===== src/rtl/cpu_trace_pkg.sv =====
// cpu_trace_pkg
// Shared constants for the CPU retire/trace monitor.
// Contents:
//   - RV64 major opcode constants used to classify retiring instructions
//   - class index constants (NUM_CLASS = 6)
//   - monitor state encoding (RUN / DRAIN / HALTED)
//   - classify(): opcode -> class index
package cpu_trace_pkg;

  localparam logic [6:0] OP_R_ALU  = 7'b0110011;
  localparam logic [6:0] OP_I_ALU  = 7'b0010011;
  localparam logic [6:0] OP_LOAD   = 7'b0000011;
  localparam logic [6:0] OP_STORE  = 7'b0100011;
  localparam logic [6:0] OP_BRANCH = 7'b1100011;

  localparam int NUM_CLASS = 6;

  localparam logic [2:0] CLS_R_ALU  = 3'd0;
  localparam logic [2:0] CLS_I_ALU  = 3'd1;
  localparam logic [2:0] CLS_LOAD   = 3'd2;
  localparam logic [2:0] CLS_STORE  = 3'd3;
  localparam logic [2:0] CLS_BRANCH = 3'd4;
  localparam logic [2:0] CLS_OTHER  = 3'd5;

  typedef enum logic [1:0] {
    RUN    = 2'd0,
    DRAIN  = 2'd1,
    HALTED = 2'd2
  } state_t;

  // Map a major opcode onto its counter index; anything unknown is "other".
  function automatic logic [2:0] classify(input logic [6:0] opcode);
    logic [2:0] cls;
    case (opcode)
      OP_R_ALU:  cls = CLS_R_ALU;
      OP_I_ALU:  cls = CLS_I_ALU;
      OP_LOAD:   cls = CLS_LOAD;
      OP_STORE:  cls = CLS_STORE;
      OP_BRANCH: cls = CLS_BRANCH;
      default:   cls = CLS_OTHER;
    endcase
    return cls;
  endfunction

endpackage


===== src/rtl/cpu_trace_monitor_if.sv =====
// cpu_trace_monitor_if
// Bundles the retire bus (CPU -> monitor) and the trace stream
// (monitor -> consumer, ready/valid).
// Modports:
//   master : CPU/consumer side (drives retire_*, trace_ready)
//   slave  : monitor side (samples retire_*, drives trace_*)
// Optional macro TRACE_MEM_EN adds the memory-access fields.
interface cpu_trace_monitor_if #(
  parameter int XLEN = 64
) ();
  logic            retire_valid;
  logic [XLEN-1:0] pc;
  logic [31:0]     instruction;
  logic            reg_write;
  logic [4:0]      rd;
  logic [XLEN-1:0] reg_write_data;

  logic            trace_valid;
  logic            trace_ready;
  logic [XLEN-1:0] trace_pc;
  logic [31:0]     trace_instr;
  logic [4:0]      trace_rd;
  logic [XLEN-1:0] trace_wdata;

`ifdef TRACE_MEM_EN
  logic            mem_read;
  logic            mem_write;
  logic [XLEN-1:0] alu_result;
  logic [XLEN-1:0] mem_data;
  logic            trace_mem_we;
  logic            trace_mem_re;
  logic [XLEN-1:0] trace_mem_addr;
  logic [XLEN-1:0] trace_mem_data;
`endif

  modport master (
    output retire_valid, pc, instruction, reg_write, rd, reg_write_data, trace_ready,
    input  trace_valid, trace_pc, trace_instr, trace_rd, trace_wdata
`ifdef TRACE_MEM_EN
    , output mem_read, mem_write, alu_result, mem_data
    , input  trace_mem_we, trace_mem_re, trace_mem_addr, trace_mem_data
`endif
  );

  modport slave (
    input  retire_valid, pc, instruction, reg_write, rd, reg_write_data, trace_ready,
    output trace_valid, trace_pc, trace_instr, trace_rd, trace_wdata
`ifdef TRACE_MEM_EN
    , input  mem_read, mem_write, alu_result, mem_data
    , output trace_mem_we, trace_mem_re, trace_mem_addr, trace_mem_data
`endif
  );

endinterface


===== src/rtl/trace_fifo.sv =====
// trace_fifo
// Synchronous FIFO holding packed trace entries.
// Ports:
//   clk, reset  : clock, synchronous active-high reset (empties the FIFO)
//   push, wdata : write request / entry; accepted when not full, or when
//                 full and a pop happens in the same cycle
//   pop         : read request; ignored when empty
//   rdata       : head entry, forced to zero while empty
//   full, empty : occupancy flags
module trace_fifo #(
  parameter int WIDTH = 8,
  parameter int DEPTH = 16
) (
  input  logic             clk,
  input  logic             reset,
  input  logic             push,
  input  logic             pop,
  input  logic [WIDTH-1:0] wdata,
  output logic [WIDTH-1:0] rdata,
  output logic             full,
  output logic             empty
);
  localparam int           AW       = $clog2(DEPTH);
  localparam logic [AW:0]  CNT_FULL = (AW+1)'(DEPTH);

  logic [WIDTH-1:0] mem_r [DEPTH];
  logic [AW-1:0]    wr_ptr_r;
  logic [AW-1:0]    rd_ptr_r;
  logic [AW:0]      count_r;
  logic             push_s;
  logic             pop_s;

  assign empty  = (count_r == {(AW+1){1'b0}});
  assign full   = (count_r == CNT_FULL);
  assign pop_s  = pop && !empty;
  // A full FIFO can still take a write when the head leaves in the same cycle.
  assign push_s = push && (!full || pop_s);
  assign rdata  = empty ? {WIDTH{1'b0}} : mem_r[rd_ptr_r];

  // Entry storage; contents are don't-care until written.
  always_ff @(posedge clk) begin
    if (push_s) begin
      mem_r[wr_ptr_r] <= wdata;
    end
  end

  // Pointers and occupancy count.
  always_ff @(posedge clk) begin
    if (reset) begin
      wr_ptr_r <= {AW{1'b0}};
      rd_ptr_r <= {AW{1'b0}};
      count_r  <= {(AW+1){1'b0}};
    end else begin
      if (push_s) begin
        wr_ptr_r <= wr_ptr_r + AW'(1'b1);
      end
      if (pop_s) begin
        rd_ptr_r <= rd_ptr_r + AW'(1'b1);
      end
      case ({push_s, pop_s})
        2'b10:   count_r <= count_r + (AW+1)'(1'b1);
        2'b01:   count_r <= count_r - (AW+1)'(1'b1);
        default: count_r <= count_r;
      endcase
    end
  end

endmodule


===== src/rtl/cpu_trace_monitor.sv =====
// cpu_trace_monitor
// Retire monitor: captures retiring instructions into a trace FIFO drained
// by ready/valid, keeps cycle/retire/per-class/drop counters, and on the
// halt word drains the FIFO and then reports halted.
// Ports:
//   clk, reset   : clock, synchronous active-high reset
//   bus (slave)  : retire_* inputs, trace_* ready/valid outputs
//   cycle_count  : cycles since reset (wraps)
//   instret      : retirements seen in RUN (wraps)
//   class_count  : 6 packed counters [R-ALU,I-ALU,load,store,branch,other]
//   drop_count   : retirements lost to a full FIFO (saturating)
//   halted       : halt seen and FIFO fully drained (sticky until reset)
// Optional macro TRACE_MEM_EN: store memory access fields per entry.
module cpu_trace_monitor
  import cpu_trace_pkg::*;
#(
  parameter int          XLEN       = 64,
  parameter int          DEPTH      = 16,
  parameter int          CNT_W      = 32,
  parameter logic [31:0] HALT_INSTR = 32'h0000_0000
) (
  input  logic                       clk,
  input  logic                       reset,
  cpu_trace_monitor_if.slave         bus,
  output logic [CNT_W-1:0]           cycle_count,
  output logic [CNT_W-1:0]           instret,
  output logic [NUM_CLASS*CNT_W-1:0] class_count,
  output logic [CNT_W-1:0]           drop_count,
  output logic                       halted
);
`ifdef TRACE_MEM_EN
  localparam int ENTRY_W = 4*XLEN + 39;
`else
  localparam int ENTRY_W = 2*XLEN + 37;
`endif
  localparam logic [CNT_W-1:0] CNT_ONE = CNT_W'(1'b1);

  state_t             state_r;
  logic [CNT_W-1:0]   class_cnt_r [NUM_CLASS];
  logic [ENTRY_W-1:0] entry_s;
  logic [ENTRY_W-1:0] head_s;
  logic [4:0]         rd_f_s;
  logic [XLEN-1:0]    wdata_f_s;
  logic [2:0]         cls_s;
  logic               capture_s;
  logic               is_halt_s;
  logic               pop_s;
  logic               drop_s;
  logic               full_s;
  logic               empty_s;

  assign is_halt_s = (bus.instruction == HALT_INSTR);
  assign capture_s = (state_r == RUN) && bus.retire_valid;
  assign pop_s     = bus.trace_valid && bus.trace_ready;
  assign drop_s    = capture_s && full_s && !pop_s;

  // Register write fields are only meaningful for a real write to x1..x31.
  always_comb begin
    rd_f_s    = 5'd0;
    wdata_f_s = {XLEN{1'b0}};
    if (bus.reg_write && (bus.rd != 5'd0)) begin
      rd_f_s    = bus.rd;
      wdata_f_s = bus.reg_write_data;
    end else begin
      rd_f_s    = 5'd0;
      wdata_f_s = {XLEN{1'b0}};
    end
  end

  // The halt word always counts as "other" even if its opcode decodes.
  always_comb begin
    cls_s = CLS_OTHER;
    if (is_halt_s) begin
      cls_s = CLS_OTHER;
    end else begin
      cls_s = classify(bus.instruction[6:0]);
    end
  end

`ifdef TRACE_MEM_EN
  logic            mem_acc_s;
  logic [XLEN-1:0] mem_addr_f_s;
  logic [XLEN-1:0] mem_data_f_s;

  assign mem_acc_s = bus.mem_read || bus.mem_write;

  // Address/data are zeroed unless this instruction touched memory.
  always_comb begin
    mem_addr_f_s = {XLEN{1'b0}};
    mem_data_f_s = {XLEN{1'b0}};
    if (mem_acc_s) begin
      mem_addr_f_s = bus.alu_result;
      mem_data_f_s = bus.mem_data;
    end else begin
      mem_addr_f_s = {XLEN{1'b0}};
      mem_data_f_s = {XLEN{1'b0}};
    end
  end

  assign entry_s = {bus.pc, bus.instruction, rd_f_s, wdata_f_s,
                    bus.mem_write, bus.mem_read, mem_addr_f_s, mem_data_f_s};
  assign {bus.trace_pc, bus.trace_instr, bus.trace_rd, bus.trace_wdata,
          bus.trace_mem_we, bus.trace_mem_re, bus.trace_mem_addr, bus.trace_mem_data} = head_s;
`else
  assign entry_s = {bus.pc, bus.instruction, rd_f_s, wdata_f_s};
  assign {bus.trace_pc, bus.trace_instr, bus.trace_rd, bus.trace_wdata} = head_s;
`endif

  assign bus.trace_valid = !empty_s;

  trace_fifo #(
    .WIDTH (ENTRY_W),
    .DEPTH (DEPTH)
  ) u_fifo (
    .clk   (clk),
    .reset (reset),
    .push  (capture_s),
    .pop   (pop_s),
    .wdata (entry_s),
    .rdata (head_s),
    .full  (full_s),
    .empty (empty_s)
  );

  // RUN -> DRAIN on halt; DRAIN -> HALTED once the FIFO has emptied.
  always_ff @(posedge clk) begin
    if (reset) begin
      state_r <= RUN;
      halted  <= 1'b0;
    end else begin
      case (state_r)
        RUN: begin
          if (capture_s && is_halt_s) begin
            state_r <= DRAIN;
          end
        end
        DRAIN: begin
          if (empty_s) begin
            state_r <= HALTED;
            halted  <= 1'b1;
          end
        end
        HALTED: begin
          halted <= 1'b1;
        end
        default: begin
          state_r <= RUN;
          halted  <= 1'b0;
        end
      endcase
    end
  end

  // Cycle, retire, class and drop counters; a dropped entry still retired.
  always_ff @(posedge clk) begin
    if (reset) begin
      cycle_count <= {CNT_W{1'b0}};
      instret     <= {CNT_W{1'b0}};
      drop_count  <= {CNT_W{1'b0}};
      for (int i = 0; i < NUM_CLASS; i++) begin
        class_cnt_r[i] <= {CNT_W{1'b0}};
      end
    end else begin
      cycle_count <= cycle_count + CNT_ONE;
      if (capture_s) begin
        instret <= instret + CNT_ONE;
      end
      for (int i = 0; i < NUM_CLASS; i++) begin
        if (capture_s && (cls_s == 3'(i))) begin
          class_cnt_r[i] <= class_cnt_r[i] + CNT_ONE;
        end
      end
      if (drop_s && (drop_count != {CNT_W{1'b1}})) begin
        drop_count <= drop_count + CNT_ONE;
      end
    end
  end

  for (genvar g = 0; g < NUM_CLASS; g++) begin : g_class_out
    assign class_count[g*CNT_W +: CNT_W] = class_cnt_r[g];
  end

endmodule

===== src/flat_wrapper.sv =====
// flat-port wrapper written by rule: the top's interface ports become plain ports
module cpu_trace_monitor_flat import cpu_trace_pkg::*;
#(
  parameter int          XLEN       = 64,
  parameter int          DEPTH      = 16,
  parameter int          CNT_W      = 32,
  parameter logic [31:0] HALT_INSTR = 32'h0000_0000
)
  (clk, reset, cycle_count, instret, class_count, drop_count, halted, bus_retire_valid, bus_pc, bus_instruction, bus_reg_write, bus_rd, bus_reg_write_data, bus_trace_ready, bus_trace_valid, bus_trace_pc, bus_trace_instr, bus_trace_rd, bus_trace_wdata);
  cpu_trace_monitor_if #(.XLEN(XLEN)) bus_i ();
  input  logic clk;
  input  logic reset;
  output logic [CNT_W-1:0] cycle_count;
  output logic [CNT_W-1:0] instret;
  output logic [NUM_CLASS*CNT_W-1:0] class_count;
  output logic [CNT_W-1:0] drop_count;
  output logic halted;
  input wire logic [$bits(bus_i.retire_valid)-1:0] bus_retire_valid;
  input wire logic [$bits(bus_i.pc)-1:0] bus_pc;
  input wire logic [$bits(bus_i.instruction)-1:0] bus_instruction;
  input wire logic [$bits(bus_i.reg_write)-1:0] bus_reg_write;
  input wire logic [$bits(bus_i.rd)-1:0] bus_rd;
  input wire logic [$bits(bus_i.reg_write_data)-1:0] bus_reg_write_data;
  input wire logic [$bits(bus_i.trace_ready)-1:0] bus_trace_ready;
  output wire logic [$bits(bus_i.trace_valid)-1:0] bus_trace_valid;
  output wire logic [$bits(bus_i.trace_pc)-1:0] bus_trace_pc;
  output wire logic [$bits(bus_i.trace_instr)-1:0] bus_trace_instr;
  output wire logic [$bits(bus_i.trace_rd)-1:0] bus_trace_rd;
  output wire logic [$bits(bus_i.trace_wdata)-1:0] bus_trace_wdata;
  assign bus_i.retire_valid = bus_retire_valid;
  assign bus_i.pc = bus_pc;
  assign bus_i.instruction = bus_instruction;
  assign bus_i.reg_write = bus_reg_write;
  assign bus_i.rd = bus_rd;
  assign bus_i.reg_write_data = bus_reg_write_data;
  assign bus_i.trace_ready = bus_trace_ready;
  assign bus_trace_valid = bus_i.trace_valid;
  assign bus_trace_pc = bus_i.trace_pc;
  assign bus_trace_instr = bus_i.trace_instr;
  assign bus_trace_rd = bus_i.trace_rd;
  assign bus_trace_wdata = bus_i.trace_wdata;
  cpu_trace_monitor #(.XLEN(XLEN), .DEPTH(DEPTH), .CNT_W(CNT_W), .HALT_INSTR(HALT_INSTR)) u_core (.clk(clk), .reset(reset), .bus(bus_i), .cycle_count(cycle_count), .instret(instret), .class_count(class_count), .drop_count(drop_count), .halted(halted));
endmodule

===== config.mk =====
export PLATFORM = sky130hd
export DESIGN_NAME = cpu_trace_monitor_flat
export DESIGN_NICKNAME = d
export VERILOG_FILES = /design/src/rtl/cpu_trace_pkg.sv /design/src/rtl/cpu_trace_monitor_if.sv /design/src/rtl/trace_fifo.sv /design/src/rtl/cpu_trace_monitor.sv /design/src/flat_wrapper.sv
export SDC_FILE = /design/constraint.sdc
export NUM_CORES = 2
export LEC_CHECK = 0
export ABC_CLOCK_PERIOD_IN_PS = 14300
export CAP_MARGIN = 40
export CORE_ASPECT_RATIO = 1.25
export CORE_MARGIN = 2
export CORE_UTILIZATION = 50
export CTS_BUF_LIST = sky130_fd_sc_hd__clkbuf_8
export DETAILED_ROUTE_END_ITERATION = 12
export GPL_ROUTABILITY_DRIVEN = 0
export GPL_TIMING_DRIVEN = 0
export PLACE_DENSITY = 0.68
export SYNTH_ARGS = -nofsm -noshare
export SYNTH_HDL_FRONTEND = slang
export SYNTH_SLANG_ARGS = --single-unit

===== constraint.sdc =====
create_clock -name clk -period 14.3 [get_ports clk]
set_clock_uncertainty 0.15 [all_clocks]
set_input_delay 2.145 -clock clk [delete_from_list [all_inputs] [get_ports clk]]
set_output_delay 2.145 -clock clk [all_outputs]
set_load 0.01 [all_outputs]

==> reports/results.txt <==
By startpoint and endpoint, the worst setup path is classified as flop to output port. The total detailed-routing wirelength is 306000 um. The worst-case reg-to-reg path depth is 12, and the number of nets in the finished design is 7085. The most used flip-flop cell after synthesis is edfxtp_1.

In this run the critical register-to-register path is captured at u_core.u_fifo.mem_r[8][24]. Counting instances, the worst hold path has a depth of 2. Of all nets on the critical path, the largest fanout is 10. Summing all placed instances gives a cell area of 132000 um2.

On the final layout, the worst hold slack is 351 ps. The final hold violation count was 0; the fraction of the cycle the final worst path needs was 54.6%. For this run, design rule violations remaining after detail routing come to 0. The final instance area was 140000 um2; the count of buffers inserted at the top-level ports was 624.

The overall power consumption is 21.5 mW. Setup repair after global routing left no endpoint under its margin. For the fmax, the log shows 128 MHz. Global routing used 25.7% of the available tracks across all layers.

Clock-pin slew was measured on the worst setup and hold paths at 60 ps. Most congested layer reported by global routing: met2. The routed design could run at a clock period as short as 7810 ps.

The critical path endpoint category was an output port. The run gives 36.9% as the normalized max-slew margin. Summed over all cells, the static leakage comes to 43.8 nW. The total of hold buffers inserted after clock tree synthesis was 0.

The maximum count of clock buffers along a single path is 4. The critical path ends at bus_trace_pc[13]. For this run, the detailed router's first-pass iteration total came to 5. Using the TritonRoute via totals, the vias-per-cell ratio works out to 5.91. For this configuration, the core starts out at a cell density of 50.3%. The setup-violating endpoint count in the final report came out at 0. Post-synth design cell area: 116000 um2. Dividing total power by cell area gives a power density of 154 nW/um2. The sequential share of the synthesized area is 75.3%, and the y dimension of the die is 543 um. The die covers 236000 um2.

Pin placement for this block handled 625 I/O pins. TritonCTS built the clock tree. In the final timing run, aggregate negative setup slack is 0 ps. The tools report the met2 capacity usage during global routing as 43.9%. The first global-routing pass estimated 437000 um of wire. The worst-case IR drop observed on VDD is 108 uV. In this run, the number of DRC markers left after iteration 0 of detailed routing was 5934. In the final layout, the share of cells above drive strength 1 is 24.0%. When the netlist entered floorplanning its net count stood at 5735.

Summed over all layers, the global routing overflow is 0. CTS built an H-tree with a depth of 5. The clock net in this run drives a total of 2948 sinks.

TritonCTS created 441 clock buffers. The number of setup buffers added after CTS was 0. The path class of the tightest hold or removal check is flop to flop. The number of enable-type register cells in the synthesized netlist is 2832.

The tree is rooted in a clkbuf_8. The run finished with clean final reports. The logs give 197 for the count of standard-cell rows and 1000 ps for the later-pin clock latency in the skew report. For the pin with the worst max-slew slack, the measured transition is 946 ps.

The mean cell area of the mapped netlist came out at 20.9 um2. In this run the critical register-to-register path is launched from u_core.state_r[0]. The worst setup path is launched from a flop.

From synthesis to final layout, the design area changed by 20.5%. For met1 alone, demand over resource in global routing was 32.8%. For the total count of max-transition violations in the final report, the log shows 0. Once layout is complete, the utilization of the core stands at 60.7%.

The run gives 209000 um as the half-perimeter wire length after placement. Counting distinct cell types in the post-synthesis netlist gives 57. In the global route stage, met3 resource usage came out at 5.23%. At the worst endpoint, the required time is 12010 ps.

For the residual antenna-violating net count after detailed routing, the log shows 0. The number of violations of the max-capacitance limit was 0; the wire length per cell was 29.6 um. The final route contains 61199 vias.

The number of flip-flops and latches in the synthesized netlist came out at 2948. Entering global routing, the biggest net connects 33 pins. The number of antenna violations at the first check in global routing is 48, and the core outline area is 230000 um2.

The arrival time of the worst setup path is 5510 ps. In this run the horizontal extent of the chip is 435 um. The tools report the number of gates resized after cts as 0. Synthesis produced a netlist whose cell count is 5542. The worst register-to-register path has a setup slack of 9880 ps. Via count of the first global-routing pass: 62313. Yosys printed 0 warnings.

Counting flops with an async set or reset pin after synthesis yields a share of 0%.
-- report_power, final --
group | switching, mW | internal, mW
Combinational | 2.74 | 2.63
Clock | 3.22 | 3.22
Sequential | 0.0744 | 9.66
-- registers in the layout, indices dropped and copies added, names as in the netlist, named ones only --
signal,count
u_core.state_r,2
u_core.u_fifo.wr_ptr_r,4
u_core.u_fifo.count_r,5
u_core.u_fifo.rd_ptr_r,4
u_core.u_fifo.mem_r,2640
u_core.class_cnt_r,192
u_core.halted,1
u_core.instret,32
u_core.drop_count,32
u_core.cycle_count,32
-- cell usage after synthesis, types with 4 or more instances --
| cell | n | area [um2] |
|---|---|---|
| nor2_1 | 285 | 1070 |
| nand2_1 | 102 | 383 |
| clkbuf_1 | 184 | 691 |
| nor4_2 | 4 | 50.1 |
| or2_2 | 4 | 25.0 |
| nand4b_1 | 4 | 35.0 |
| nand3_1 | 91 | 455 |
| nor3_1 | 43 | 215 |
| dfxtp_1 | 116 | 2320 |
| or3_1 | 45 | 282 |
| nand4_1 | 80 | 500 |
| mux4_2 | 825 | 18600 |
| a21o_1 | 4 | 30.0 |
| buf_2 | 48 | 240 |
| edfxtp_1 | 2832 | 85000 |
| nor2b_1 | 11 | 68.8 |
| o31ai_1 | 10 | 75.1 |
| buf_1 | 35 | 131 |
| inv_1 | 47 | 176 |
| ha_1 | 22 | 275 |
| and2_1 | 245 | 1530 |
| o21ai_0 | 38 | 190 |
| xnor2_1 | 121 | 1060 |
| or4_1 | 13 | 97.6 |
| and4_1 | 31 | 272 |
| a211oi_1 | 5 | 37.5 |
| nand2b_1 | 13 | 81.3 |
| a21oi_1 | 58 | 290 |
| mux2i_1 | 7 | 70.1 |
| xor2_1 | 105 | 920 |
| nor4_1 | 37 | 231 |
| and3_1 | 39 | 244 |
-- worst min-delay path by stage --
stage / start / to / slack, ps
2_1_floorplan: u_core.u_fifo.rd_ptr_r[3] / flop / 310
3_3_place_gp: u_core.drop_count[11] / u_core.drop_count[11] / 330
3_5_place_dp: u_core.cycle_count[0] / u_core.cycle_count[0] / 340
5_1_grt: u_core.cycle_count[0] / u_core.cycle_count[0] / 380
4_1_cts: u_core.cycle_count[0] / u_core.cycle_count[0] / 350
6_report: u_core.instret[1] / u_core.instret[1] / 350
-- cells in the final DEF, fill, tap and decap left out, drive strengths merged, types with 14 or more instances in the layout --
master            n
and3             39
or3              45
edfxtp         2832
buf             364
clkbuf          642
nor4             42
nand2           102
ha               22
nor3             45
nor2            285
o21ai            39
dfxtp           116
and2            246
clkdlybuf4s50   624
diode            19
mux4            825
inv             191
and4             31
nand4            80
a21oi            58
nand3            92
xnor2           121
bufinv           14
clkinv          182
xor2            105
-- critical path: stages (launching register included) --
cell and delay [ps]:
dfxtp_1 480, clkbuf_1 480, buf_8 240, clkbuf_1 560, buf_16 220, clkbuf_1 720
mux4_2 400, mux4_2 450, and2_1 170, clkdlybuf4s50_1 710
-- cells by family (layout without fill, tap and decap cells) --
| kind of cell | after synthesis | count (layout) | share of synthesized area [%] |
|---|---|---|---|
| simple gates | 1063 | 1063 | 4.91 |
| mux | 835 | 835 | 16.1 |
| flops | 2948 | 2948 | 75.3 |
| xor+xnor | 226 | 226 | 1.71 |
| other cells | 0 | 19 | 0 |
| compound gates | 133 | 133 | 0.660 |
| fa+ha+maj | 23 | 23 | 0.255 |
| buf+inv | 314 | 2025 | 1.07 |
-- routing by layer --
layer	up-vias	wire [um]
met2	2751	157000
met3	526	24300
li1	25663	-
met5	-	161
met1	32233	114000
met4	26	10800
-- through the flow --
| step | std cells | setup slack [ps] |
|---|---|---|
| after floorplan | 5542 | 3540 |
| after global placement | 9250 | -7620 |
| after detailed placement | 9532 | 7450 |
| after CTS | 10336 | 6400 |
| after global routing | 10346 | 6410 |
| final | 10356 | 6490 |
-- area by class of cell --
type	instances	area, um2
Antenna cell	19	47.5
Buffer	267	1070
Clock buffer	457	6290
Clock inverter	347	1850
Fill cell	16323	90600
Inverter	47	176
Multi-Input combinational cell	2280	27600
Sequential cell	2948	87400
Tap cell	3084	3860
Timing Repair Buffer	907	11600
(Power assumes the default switching activity.)
